`config.mk`:
```
export PLATFORM = sky130hd
export DESIGN_NAME = vga_timing_gen
export DESIGN_NICKNAME = d
export VERILOG_FILES = /design/src/rtl/vga_timing_pkg.sv /design/src/rtl/vga_delay_line.sv /design/src/rtl/vga_timing_gen.sv
export SDC_FILE = /design/constraint.sdc
export NUM_CORES = 1
export LEC_CHECK = 0
export BUFFER_PORTS_ARGS = -buffer_cell sky130_fd_sc_hd__buf_2
export CORE_MARGIN = 5
export CORE_UTILIZATION = 50
export DETAILED_ROUTE_END_ITERATION = 8
export MAX_ROUTING_LAYER = met4
export PLACE_DENSITY = 0.8
export SKIP_CTS_REPAIR_TIMING = 1
export SYNTH_ARGS = -nofsm -noshare
export SYNTH_HDL_FRONTEND = slang
export SYNTH_SLANG_ARGS = --single-unit
```
`constraint.sdc`:
```
create_clock -name vga_clk -period 1.9 [get_ports vga_clk]
set_input_delay 0.095 -clock vga_clk [delete_from_list [all_inputs] [get_ports vga_clk]]
set_output_delay 0.095 -clock vga_clk [all_outputs]
set_load 0.01 [all_outputs]
```
`src/rtl/vga_timing_pkg.sv`:
```
// rtl/vga_timing_pkg.sv - default 640x480@60 raster timing constants and helpers
//
// Purpose: shared coordinate type, the default 640x480@60 timing constants, and
// helpers that derive totals and sync window bounds from visible/porch/sync
// widths. Both the generator's defaults and its derived constants come from here.
// Ports: none (package).
`timescale 1ns/1ps
package vga_timing_pkg;

  typedef logic [9:0] coord_t;

  localparam int DEF_H_VISIBLE = 640;
  localparam int DEF_H_FP      = 16;
  localparam int DEF_H_SYNC    = 96;
  localparam int DEF_H_BP      = 48;
  localparam int DEF_V_VISIBLE = 480;
  localparam int DEF_V_FP      = 10;
  localparam int DEF_V_SYNC    = 2;
  localparam int DEF_V_BP      = 33;

  function automatic int span_total(input int vis, input int fp, input int sync, input int bp);
    return vis + fp + sync + bp;
  endfunction

  // Sync window is [start, end): it begins right after the front porch.
  function automatic int sync_start(input int vis, input int fp);
    return vis + fp;
  endfunction

  function automatic int sync_end(input int vis, input int fp, input int sync);
    return vis + fp + sync;
  endfunction

  localparam int H_TOTAL  = span_total(DEF_H_VISIBLE, DEF_H_FP, DEF_H_SYNC, DEF_H_BP);
  localparam int V_TOTAL  = span_total(DEF_V_VISIBLE, DEF_V_FP, DEF_V_SYNC, DEF_V_BP);
  localparam int HS_START = sync_start(DEF_H_VISIBLE, DEF_H_FP);
  localparam int HS_END   = sync_end(DEF_H_VISIBLE, DEF_H_FP, DEF_H_SYNC);
  localparam int VS_START = sync_start(DEF_V_VISIBLE, DEF_V_FP);
  localparam int VS_END   = sync_end(DEF_V_VISIBLE, DEF_V_FP, DEF_V_SYNC);

endpackage

```
`src/rtl/vga_delay_line.sv`:
```
// rtl/vga_delay_line.sv - fixed-depth shift register with asynchronous reset
//
// Purpose: delays a WIDTH-bit word by DEPTH clock cycles. DEPTH=0 is a plain
// combinational pass-through. Every stage resets to RESET_VAL.
// Ports:
//   clk_i  in   clock
//   rst_i  in   asynchronous active-high reset
//   d_i    in   WIDTH  word entering the line
//   q_o    out  WIDTH  word leaving the line, DEPTH cycles later
`timescale 1ns/1ps
module vga_delay_line #(
  parameter int               WIDTH     = 1,
  parameter int               DEPTH     = 1,
  parameter logic [WIDTH-1:0] RESET_VAL = '0
) (
  input  logic             clk_i,
  input  logic             rst_i,
  input  logic [WIDTH-1:0] d_i,
  output logic [WIDTH-1:0] q_o
);

  if (DEPTH == 0) begin : g_pass
    // Clock and reset have no job here; fold them into a sink.
    logic unused_pass;
    assign unused_pass = clk_i ^ rst_i;
    assign q_o = d_i;
  end else begin : g_shift
    logic [WIDTH-1:0] stage_q [DEPTH];

    always_ff @(posedge clk_i or posedge rst_i) begin
      if (rst_i) begin
        for (int i = 0; i < DEPTH; i++) begin
          stage_q[i] <= RESET_VAL;
        end
      end else begin
        stage_q[0] <= d_i;
        for (int i = 1; i < DEPTH; i++) begin
          stage_q[i] <= stage_q[i-1];
        end
      end
    end

    assign q_o = stage_q[DEPTH-1];
  end

endmodule

```
`src/rtl/vga_timing_gen.sv`:
```
// rtl/vga_timing_gen.sv - raster counters, sync/blank generation with aligned delays
//
// Purpose: pixel-timing generator feeding the sprite/colour stage. DrawX/DrawY
// address the sprite ROM undelayed; blank and hs/vs leave through delay lines so
// they reach the pins aligned with the colour path (ROM latency + colour reg).
// Ports:
//   vga_clk      in   pixel clock
//   reset        in   asynchronous active-high reset
//   DrawX        out  10    horizontal counter hc
//   DrawY        out  10    vertical counter vc
//   blank        out  1     1 = visible pixel, BLANK_DELAY cycles late
//   hs, vs       out  1     syncs at level SYNC_ACTIVE, SYNC_DELAY cycles late
//   line_start   out  1     high while hc==0
//   frame_start  out  1     high while hc==0 && vc==0
//   frame_count  out  FC_W  completed frames, wrapping
`timescale 1ns/1ps
module vga_timing_gen
  import vga_timing_pkg::*;
#(
  parameter int H_VISIBLE   = DEF_H_VISIBLE,
  parameter int H_FP        = DEF_H_FP,
  parameter int H_SYNC      = DEF_H_SYNC,
  parameter int H_BP        = DEF_H_BP,
  parameter int V_VISIBLE   = DEF_V_VISIBLE,
  parameter int V_FP        = DEF_V_FP,
  parameter int V_SYNC      = DEF_V_SYNC,
  parameter int V_BP        = DEF_V_BP,
  parameter int BLANK_DELAY = 1,
  parameter int SYNC_DELAY  = 2,
  parameter bit SYNC_ACTIVE = 1'b0,
  parameter int FC_W        = 16
) (
  input  logic            vga_clk,
  input  logic            reset,
  output logic [9:0]      DrawX,
  output logic [9:0]      DrawY,
  output logic            blank,
  output logic            hs,
  output logic            vs,
  output logic            line_start,
  output logic            frame_start,
  output logic [FC_W-1:0] frame_count
);

  localparam int H_TOT = span_total(H_VISIBLE, H_FP, H_SYNC, H_BP);
  localparam int V_TOT = span_total(V_VISIBLE, V_FP, V_SYNC, V_BP);

  if (H_TOT > 1024) begin : g_h_total_check
    $error("vga_timing_gen: horizontal total exceeds 10-bit counter range");
  end
  if (V_TOT > 1024) begin : g_v_total_check
    $error("vga_timing_gen: vertical total exceeds 10-bit counter range");
  end

  localparam coord_t H_LAST = coord_t'(H_TOT - 1);
  localparam coord_t V_LAST = coord_t'(V_TOT - 1);

  // Window bounds are 11 bits so an end bound equal to 1024 does not wrap to 0.
  localparam logic [10:0] H_VIS_END = 11'(H_VISIBLE);
  localparam logic [10:0] V_VIS_END = 11'(V_VISIBLE);
  localparam logic [10:0] HS_LO     = 11'(sync_start(H_VISIBLE, H_FP));
  localparam logic [10:0] HS_HI     = 11'(sync_end(H_VISIBLE, H_FP, H_SYNC));
  localparam logic [10:0] VS_LO     = 11'(sync_start(V_VISIBLE, V_FP));
  localparam logic [10:0] VS_HI     = 11'(sync_end(V_VISIBLE, V_FP, V_SYNC));

  coord_t          hc_q, hc_d;
  coord_t          vc_q, vc_d;
  logic [FC_W-1:0] fc_q, fc_d;

  logic       h_last, v_last;
  logic       vis_raw, hs_raw, vs_raw;
  logic       blank_dl;
  logic [1:0] sync_dl;

  always_comb begin
    h_last = (hc_q == H_LAST);
    v_last = (vc_q == V_LAST);
    hc_d   = hc_q + coord_t'(1);
    vc_d   = vc_q;
    fc_d   = fc_q;
    if (h_last) begin
      hc_d = '0;
      vc_d = v_last ? '0 : vc_q + coord_t'(1);
      if (v_last) begin
        fc_d = fc_q + FC_W'(1);
      end
    end
  end

  always_ff @(posedge vga_clk or posedge reset) begin
    if (reset) begin
      hc_q <= '0;
      vc_q <= '0;
      fc_q <= '0;
    end else begin
      hc_q <= hc_d;
      vc_q <= vc_d;
      fc_q <= fc_d;
    end
  end

  always_comb begin
    vis_raw = ({1'b0, hc_q} < H_VIS_END) && ({1'b0, vc_q} < V_VIS_END);
    hs_raw  = ({1'b0, hc_q} >= HS_LO) && ({1'b0, hc_q} < HS_HI);
    vs_raw  = ({1'b0, vc_q} >= VS_LO) && ({1'b0, vc_q} < VS_HI);
  end

  vga_delay_line #(
    .WIDTH     (1),
    .DEPTH     (BLANK_DELAY),
    .RESET_VAL (1'b0)
  ) u_blank_dl (
    .clk_i (vga_clk),
    .rst_i (reset),
    .d_i   (vis_raw),
    .q_o   (blank_dl)
  );

  // Syncs travel active-high through the line; polarity is applied at the
  // output so a cleared stage always means "sync inactive".
  vga_delay_line #(
    .WIDTH     (2),
    .DEPTH     (SYNC_DELAY),
    .RESET_VAL (2'b00)
  ) u_sync_dl (
    .clk_i (vga_clk),
    .rst_i (reset),
    .d_i   ({hs_raw, vs_raw}),
    .q_o   (sync_dl)
  );

  assign DrawX       = hc_q;
  assign DrawY       = vc_q;
  assign blank       = blank_dl;
  assign hs          = sync_dl[1] ? SYNC_ACTIVE : ~SYNC_ACTIVE;
  assign vs          = sync_dl[0] ? SYNC_ACTIVE : ~SYNC_ACTIVE;
  assign line_start  = (hc_q == '0);
  assign frame_start = (hc_q == '0) && (vc_q == '0);
  assign frame_count = fc_q;

endmodule

```
---- Word-level counts from Yosys, hierarchy flattened ----
Index checks and enable logic that the tools add are counted.
storage, ports and cells
  register bits after elaboration ......... 41
  bits in writable memories ............... 0
  bits of input ports ..................... 2
  logic and storage cells ................. 28
  memory bits (read-only) ................. 0
  memories kept ........................... 0
  bits in latches ......................... 0
operators by class
  add/sub/neg operators ................... 3
  reductions and logical operators ........ 7
  shift operators ......................... 0
  mux-type cells .......................... 4
  bitwise gates (word level) .............. 0
  divide/modulo/power cells ............... 0
  multiply operators ...................... 0
  equal/unequal tests ..................... 2
  order comparisons ....................... 6
operators by type and width
  cell                   number
  $add 10x1->10 const B  2
  $eq 10x10->1 const B   2
  $logic_not 10->1       2
  $lt 10x10->1 const B   2
  $lt 10x9->1 const B    2
  $mux 10                2
  $add 16x1->16 const B  1
  $ge 10x10->1 const B   1
  $ge 10x9->1 const B    1
  $logic_and 1x1->1      4
  $mux 1                 2
  $reduce_and 2->1       1

---- Longest topological paths before layout ----
Gate-level depths: netlist (run 1).
  word-level depth ........................ 2
  gate-level depth with buffers ........... 9

---- Modules after synthesis ----
From an unflattened synthesis (run 1), not the netlist that was laid out.
unflattened totals
  cell total of the unflattened synthesis .. 194
  area, all modules ....................... 2,094.5 µm²
modules (own cells, without submodules)
  module                        area each (µm²)  cells each  instances
  vga_timing_gen                1,946.9          185         1
  vga_delay_line at u_sync_dl   118.9            7           1
  vga_delay_line at u_blank_dl  28.8             2           1

---- Least setup slack after synthesis (run 1) ----
OpenSTA, ideal clock, no wires.
  kind .................................... register -> output
  start ................................... register hc_q[5] (netlist: DrawX[5])
  end ..................................... output port frame_start
  stages on the path, launching flop included .. 5
  arrival ................................. 1,817 ps
  slack ................................... -12 ps
  cells stage by stage .................... dfrtp_1 -> buf_2 -> or4_1 -> nor4_2 -> nor4b_2
on the way
  cells in the longest elaborated chain, start to end .. 2
ends and longest elaborated chain
  what                      RTL line               text
  start: declaration        vga_timing_gen.sv:66   coord_t hc_q, hc_d;
  start signal: assignment  vga_timing_gen.sv:92   hc_q <= '0;
  start signal: assignment  vga_timing_gen.sv:96   hc_q <= hc_d;
  $logic_not 10->1          --
  via line_start            vga_timing_gen.sv:40   output logic line_start,
  $logic_and 1x1->1         vga_timing_gen.sv:138  assign frame_start = (hc_q == '0) && (vc_q == '0);
  end: declaration          vga_timing_gen.sv:41   output logic frame_start,
The timed path passes the listed nets, and every way through them passes these cells.

---- Final worst setup path (run 1) ----
  start ................................... register hc_q[5] (netlist: DrawX[5])
  end ..................................... output port frame_start
on the way
  cells in the longest elaborated chain, start to end .. 2
ends and longest elaborated chain
  what               RTL line
  $logic_not 10->1   vga_timing_gen.sv:138
  $logic_and 1x1->1  vga_timing_gen.sv:138
Every way passes these cells.

==> flow_summary.ini, run 1 <==
[outcome]
status = finished, violations left
violations = setup timing

[global_routing]
grt_max_degree = 42
grt_use_total_pct = 18.6
grt_pass1_vias = 1562
antenna_found_initial = 0
grt_pass1_wl_um = 7250
gr-total-overflow = 0

[clock_tree]
h-tree-depth = 2
clock-sinks = 41
clkLatencyLatePin_ps = 290
clockRootBuffer = clkbuf_8
cts_buffers = 5
cts.clk_slew.worst_paths_ps = 80
clock_path_buffers = 2
cts_tree = done

[critical_path]
critical_path_arrival_ps = 1870
critPathLaunchType = register
r2r_start = DrawY[0]
cp-end-kind = output port
cp.required_ps = 1800
worst-path-max-fanout = 2
max_stage_delay_ps = 560
path_class = register to output port
r2r_slack_ps = 90
cp_num_buf_inv = 1
worstRegToRegCells = 8
cp_top_family = simple AND/OR/NAND/NOR gates
cpMaxStageDelayCell = or4_4
path_cells = or4_4, nor4_4, nor4b_4, buf_2
timing.rr.end = frame_count[12]

[place]
hpwl_um = 3210
port_buffers = 42
gp_congestion = 0.859

[timing]
fin_setup_tns_ps = -65.5
timing_hold_violations_final = 0
relSlewSlack_pct = 66.1
finalCritPeriodShare_pct = 103
fmax_mhz = 509
skew_ps = 5.46
rsz0062_at_grt = true
period_needed_ps = 1970
worst_slack_ps = -65.5
drv_slew = 0
setup_viol = 1
worstMarginPinSlew_ps = 508

[cells_and_area]
regArea_um2 = 1030
antenna_cells = 0
fin_util_pct = 65.2
drive_above_1_share_pct = 34.3
nFillCells = 324
syn_to_final_growth_pct = 28.4
finalNetCount = 260
multiInputGateArea_um2 = 917

[routing]
drt_iter0_drc = 87
route.detailed.wl_per_inst_um = 14.6
vias_per_cell = 5.22
wirelength_um = 4440
vias = 1588
ant_nets = 0
dr.pass1.iters = 4
drcViolationCount = 0

[hold_path]
hold_depth = 0
hold_path_class = register to register
min_from = u_sync_dl.g_shift.stage_q[3]
whs_endpoint = u_sync_dl.q_o[1]

[logic_synthesis]
avgSynthCellArea_um2 = 10.6
synth_cell_types = 37
netlist_area_um2 = 1990
syn_nets = 194
synth_seq_cells = 41
seq_area_frac_synth_pct = 51.7
syn_inst = 187
synth.yosys.warnings = 0

[floorplan]
die_area_um2 = 5330
rows = 23
start_util_pct = 50.7
core_area_um2 = 3910
fp.dieH_um = 73.0
ios = 43
die_w_um = 73.0

[pwr]
ir_drop_mv = 0.400
p_leak_uw = 0.00134
cellPowerDensity_nw_per_um2 = 637
fin_total_pwr_uw = 1620

[flow_run]
maxCapViolCount = 0
==> cell type report <==
| class | count | area share (%) |
|---|---|---|
| clock buffer | 6 | 3.24 |
| clock inverter | 2 | 1.47 |
| inverter | 11 | 1.62 |
| multi-input combinational | 130 | 36.0 |
| sequential | 41 | 40.3 |
| tap | 50 | 2.45 |
| timing repair buffer | 64 | 15.0 |
==> registers in the layout, indices dropped and copies added, names as in the netlist <==
name / flops
DrawY: 10
frame_count: 16
u_blank_dl.q_o: 1
u_sync_dl.g_shift.stage_q: 2
u_sync_dl.q_o: 2
DrawX: 10
==> cells in the final DEF, fill, tap and decap left out, drive strengths merged <==
cell,n
buf,63
dfrtp,41
nand2,22
nor2,20
xor2,14
xnor2,13
nand3,12
inv,11
and3,6
clkbuf,6
nand4,6
o21ai,5
ha,5
nor4,5
and2,3
or4,3
nor3,3
o31ai,2
nor2b,1
and4,1
nand3b,1
mux2,1
a22o,1
a21oi,1
o31a,1
and3b,1
or2,1
nor4b,1
o211ai,1
clkinvlp,1
bufinv,1
dlygate4sd3,1
==> where the power goes <==
| part | internal (uW) | total [uW] | switching [uW] |
|---|---|---|---|
| clock | 427 | 733 | 305 |
| combinational | 3.57 | 20.3 | 16.8 |
| sequential | 872 | 872 | 0 |
| total | 1300 | 1620 | 322 |
==> worst max path at each step <==
| stage | from | endpoint | slack (ps) | cells past startpoint |
|---|---|---|---|---|
| 6_report | DrawX[5] | frame_start | -70 | 4 |
| 5_1_grt | DrawX[7] | frame_start | -110 | 4 |
| 4_1_cts | DrawX[7] | frame_start | -210 | 4 |
| 3_5_place_dp | DrawX[0] | frame_count[15] | 80 | 7 |
| 3_3_place_gp | DrawX[7] | frame_start | 130 | 4 |
| 2_1_floorplan | DrawX[5] | frame_start | 20 | 4 |
==> cell families after synthesis <==
family	synth area share (%)
AO/OA/AOI/OAI	3.53
flip-flops	51.7
multiplexers	0.567
buffers and inverters	3.78
AND/OR/NAND/NOR	25.4
XOR/XNOR	11.9
adder cells (fa/ha/maj)	3.15
==> synthesized netlist by cell type (all sizes together) <==
library cell	instances	area share, %
a21oi	1	0.25
a22o	1	0.44
and2	3	0.95
and3	6	1.9
and3b	1	0.44
and4	1	0.44
buf	5	1.7
dfrtp	41	52
ha	5	3.2
inv	11	2.1
mux2	1	0.57
nand2	22	4.5
nand3	12	3.3
nand3b	1	0.38
nand4	6	3.0
nor2	20	3.8
nor2b	1	0.32
nor3	3	1.3
nor4	5	3.0
nor4b	1	0.76
o211ai	1	0.38
o21ai	5	1.3
o31a	1	0.44
o31ai	2	0.76
or2	1	0.32
or4	3	1.1
xnor2	13	5.7
xor2	14	6.2
==> worst register-to-register path, delay by kind of cell, from the launching register on <==
kind,cells,cell delay [ps]
xor gates and xnor gates,1,160
adders and majority gates,1,130
buffers and inverters,2,250
DFF,1,440
and+or+nand+nor,4,760
==> per-layer routing <==
layer  track usage [%]  part of all wire [%]  vias up
met2              28.3                    51       39
met3              5.51                   5.0        7
met4              7.99                   1.4        0
met1              23.0                    43      781
li1                  -                     -      761
met5                 -                     0        -
==> stage by stage <==
step           setup WS (ps)  cells  area, um2  hold slack (ps)
2_1_floorplan           20.3    187       1990              325
3_3_place_gp             134    294       2380              240
3_5_place_dp            75.6    294       2380              250
4_1_cts                 -211    302       2500            -72.1
5_1_grt                 -109    304       2550              358
6_report               -65.5    304       2550              352
No activity file was read; power rests on OpenSTA's default activity.
==> run 2, diff against run 1 <==
- ABC_AREA: default -> 1
- PLACE_DENSITY: 0.8 -> 0.79
- clock period: 1.9 -> 2.1 ns (I/O delays scaled with it)
==> flow_summary.ini, run 2 <==
[floorplan]
die_area_um2 = 6120
rows = 24
core_area_um2 = 4440
die_w_um = 78.2
fp.dieH_um = 78.2
start_util_pct = 52.3
ios = 43

[cells_and_area]
syn_to_final_growth_pct = 14.5
mostFrequentLayoutCell = nand2_1
antenna_cells = 0
drive_above_1_share_pct = 17.5
finalNetCount = 366
fin_util_pct = 59.9
largest_reg_flops = 16
layout_common_cells = 113 x nand2_1, 42 x buf_2, 41 x dfrtp_1

[timing]
fmax_mhz = 562
period_needed_ps = 1780
finalCritPeriodShare_pct = 84.8
setup_viol = 0
fin_setup_tns_ps = 0
rsz0062_at_grt = false
relSlewSlack_pct = 65.5
skew_ps = 5.62
worstMarginPinSlew_ps = 518
timing_hold_violations_final = 0
drv_slew = 0

[logic_synthesis]
synthMostInstantiatedCell = nand2_1
synth_edf_count = 0
avgSynthCellArea_um2 = 7.48
yosys_most_used_dff = dfrtp_1
netlist_area_um2 = 2330
async_flop_share_pct = 100
synth_cell_types = 25
synth_seq_cells = 41
syn_inst = 311
synth_common_cells = 113 x nand2_1, 41 x dfrtp_1, 39 x inv_1, 39 x nor2_1, 18 x nand3_1
seq_area_frac_synth_pct = 44.1
syn_nets = 318
synth_top_area_share_pct = 44.1
synth.yosys.warnings = 0
yosys-top-cells-area = dfrtp_1 44%, nand2_1 18%, inv_1 6.3%
yosysTopAreaCell = dfrtp_1

[clock_tree]
h-tree-depth = 2
clkLatencyLatePin_ps = 290
cts_buffers = 5
cts_tree = done
clockRootBuffer = clkbuf_8
clock_path_buffers = 2
clock-sinks = 41
cts.clk_slew.worst_paths_ps = 70

[place]
port_buffers = 42
gp_congestion = 0.903
hpwl_um = 3740

[critical_path]
r2r_start = DrawX[0]
worstRegToRegCells = 8
worst-path-max-fanout = 9
critical_path_arrival_ps = 1980
timing.rr.end = DrawY[1]
critPathLaunchType = register
path_class = register to register
cp.required_ps = 2300
r2r_slack_ps = 320
cp-end-kind = register

[routing]
drt_iter0_drc = 120
dr.pass1.iters = 6
route.detailed.wl_per_inst_um = 12.3
ant_nets = 0
wirelength_um = 5060
vias_per_cell = 5.01
drcViolationCount = 0
vias = 2064

[hold_path]
hold_path_class = register to register
hold_depth = 0
whs_endpoint = u_sync_dl.q_o[0]
min_from = u_sync_dl.g_shift.stage_q[2]

[global_routing]
grt_use_total_pct = 19.2
gr-total-overflow = 0
grt_max_degree = 42
grt_pass1_wl_um = 9270
grt_pass1_vias = 2102
antenna_found_initial = 0

[pwr]
cellPowerDensity_nw_per_um2 = 488
p_leak_uw = 0.00146
ir_drop_mv = 0.370

[outcome]
status = finished, final reports clean

[flow_run]
maxCapViolCount = 0
run 2: where the power goes:
part	total (uW)	leakage [uW]	switching (uW)	internal (uW)
Combinational	18.7	0.000858	15.4	3.22
Clock	493	0.0000450	262	230
Sequential	789	0.000553	0	789
Total	1300	0.00146	278	1020
run 2: through the flow:
| step | cells | area (um2) | worst slack (ps) | power (uW) | hold slack, ps |
|---|---|---|---|---|---|
| after detailed placement | 403 | 2570 | 370 | 823 | 272 |
| after global placement | 403 | 2570 | 366 | 823 | 265 |
| after global routing | 412 | 2660 | 110 | 1360 | 363 |
| final | 412 | 2660 | 319 | 1300 | 352 |
| after CTS | 411 | 2650 | 312 | 1330 | -51.1 |
| after floorplan | 311 | 2330 | 576 | 816 | 331 |
run 2: how the worst max path moves through the flow:
stage                     slack [ps]     start  cells after the start         endpoint
final                            320  DrawX[0]                      8         DrawY[1]
after global placement           370  DrawX[0]                      8         DrawY[1]
after floorplan                  580  DrawX[0]                      9  frame_count[15]
after CTS                        310  DrawX[0]                      8      frame_start
after global routing             110  DrawX[0]                      8         DrawY[1]
after detailed placement         370  DrawX[0]                      8   frame_count[1]
run 2: worst max-delay path, stage by stage (launching register included):
cell     delay [ps]
dfrtp_1         410
ha_1            230
nand2_1          80
nor2_1          150
nand2_1          80
nor2_2          360
buf_4           230
nand3_1          70
o21ai_0          90
run 2: cell families (layout without fill, tap and decap cells):
| group | count (synthesis) | count (layout) | share of synthesized area [%] |
|---|---|---|---|
| AOI/OAI and AO/OA | 10 | 10 | 2.37 |
| xor gates and xnor gates | 12 | 12 | 4.52 |
| DFF | 41 | 41 | 44.1 |
| and+or+nand+nor | 199 | 199 | 37.8 |
| adders and majority gates | 5 | 5 | 2.69 |
| buffers and inverters | 44 | 93 | 8.50 |
run 2: final cells by class:
| class | instances | area [um2] |
|---|---|---|
| Multi-Input combinational cell | 226 | 1100 |
| Clock buffer | 6 | 72.6 |
| Tap cell | 52 | 65.1 |
| Clock inverter | 2 | 10.0 |
| Fill cell | 403 | 1780 |
| Sequential cell | 41 | 1030 |
| Timing Repair Buffer | 45 | 235 |
| Inverter | 40 | 153 |
run 2: routing by layer:
| layer | vias to the layer above | routed length, um | GRT usage (%) |
|---|---|---|---|
| met2 | 54 | 2440 | 31.2 |
| met5 | - | 0 | - |
| li1 | 1058 | - | - |
| met4 | 0 | 49 | 6.12 |
| met3 | 5 | 273 | 4.92 |
| met1 | 947 | 2290 | 23.4 |
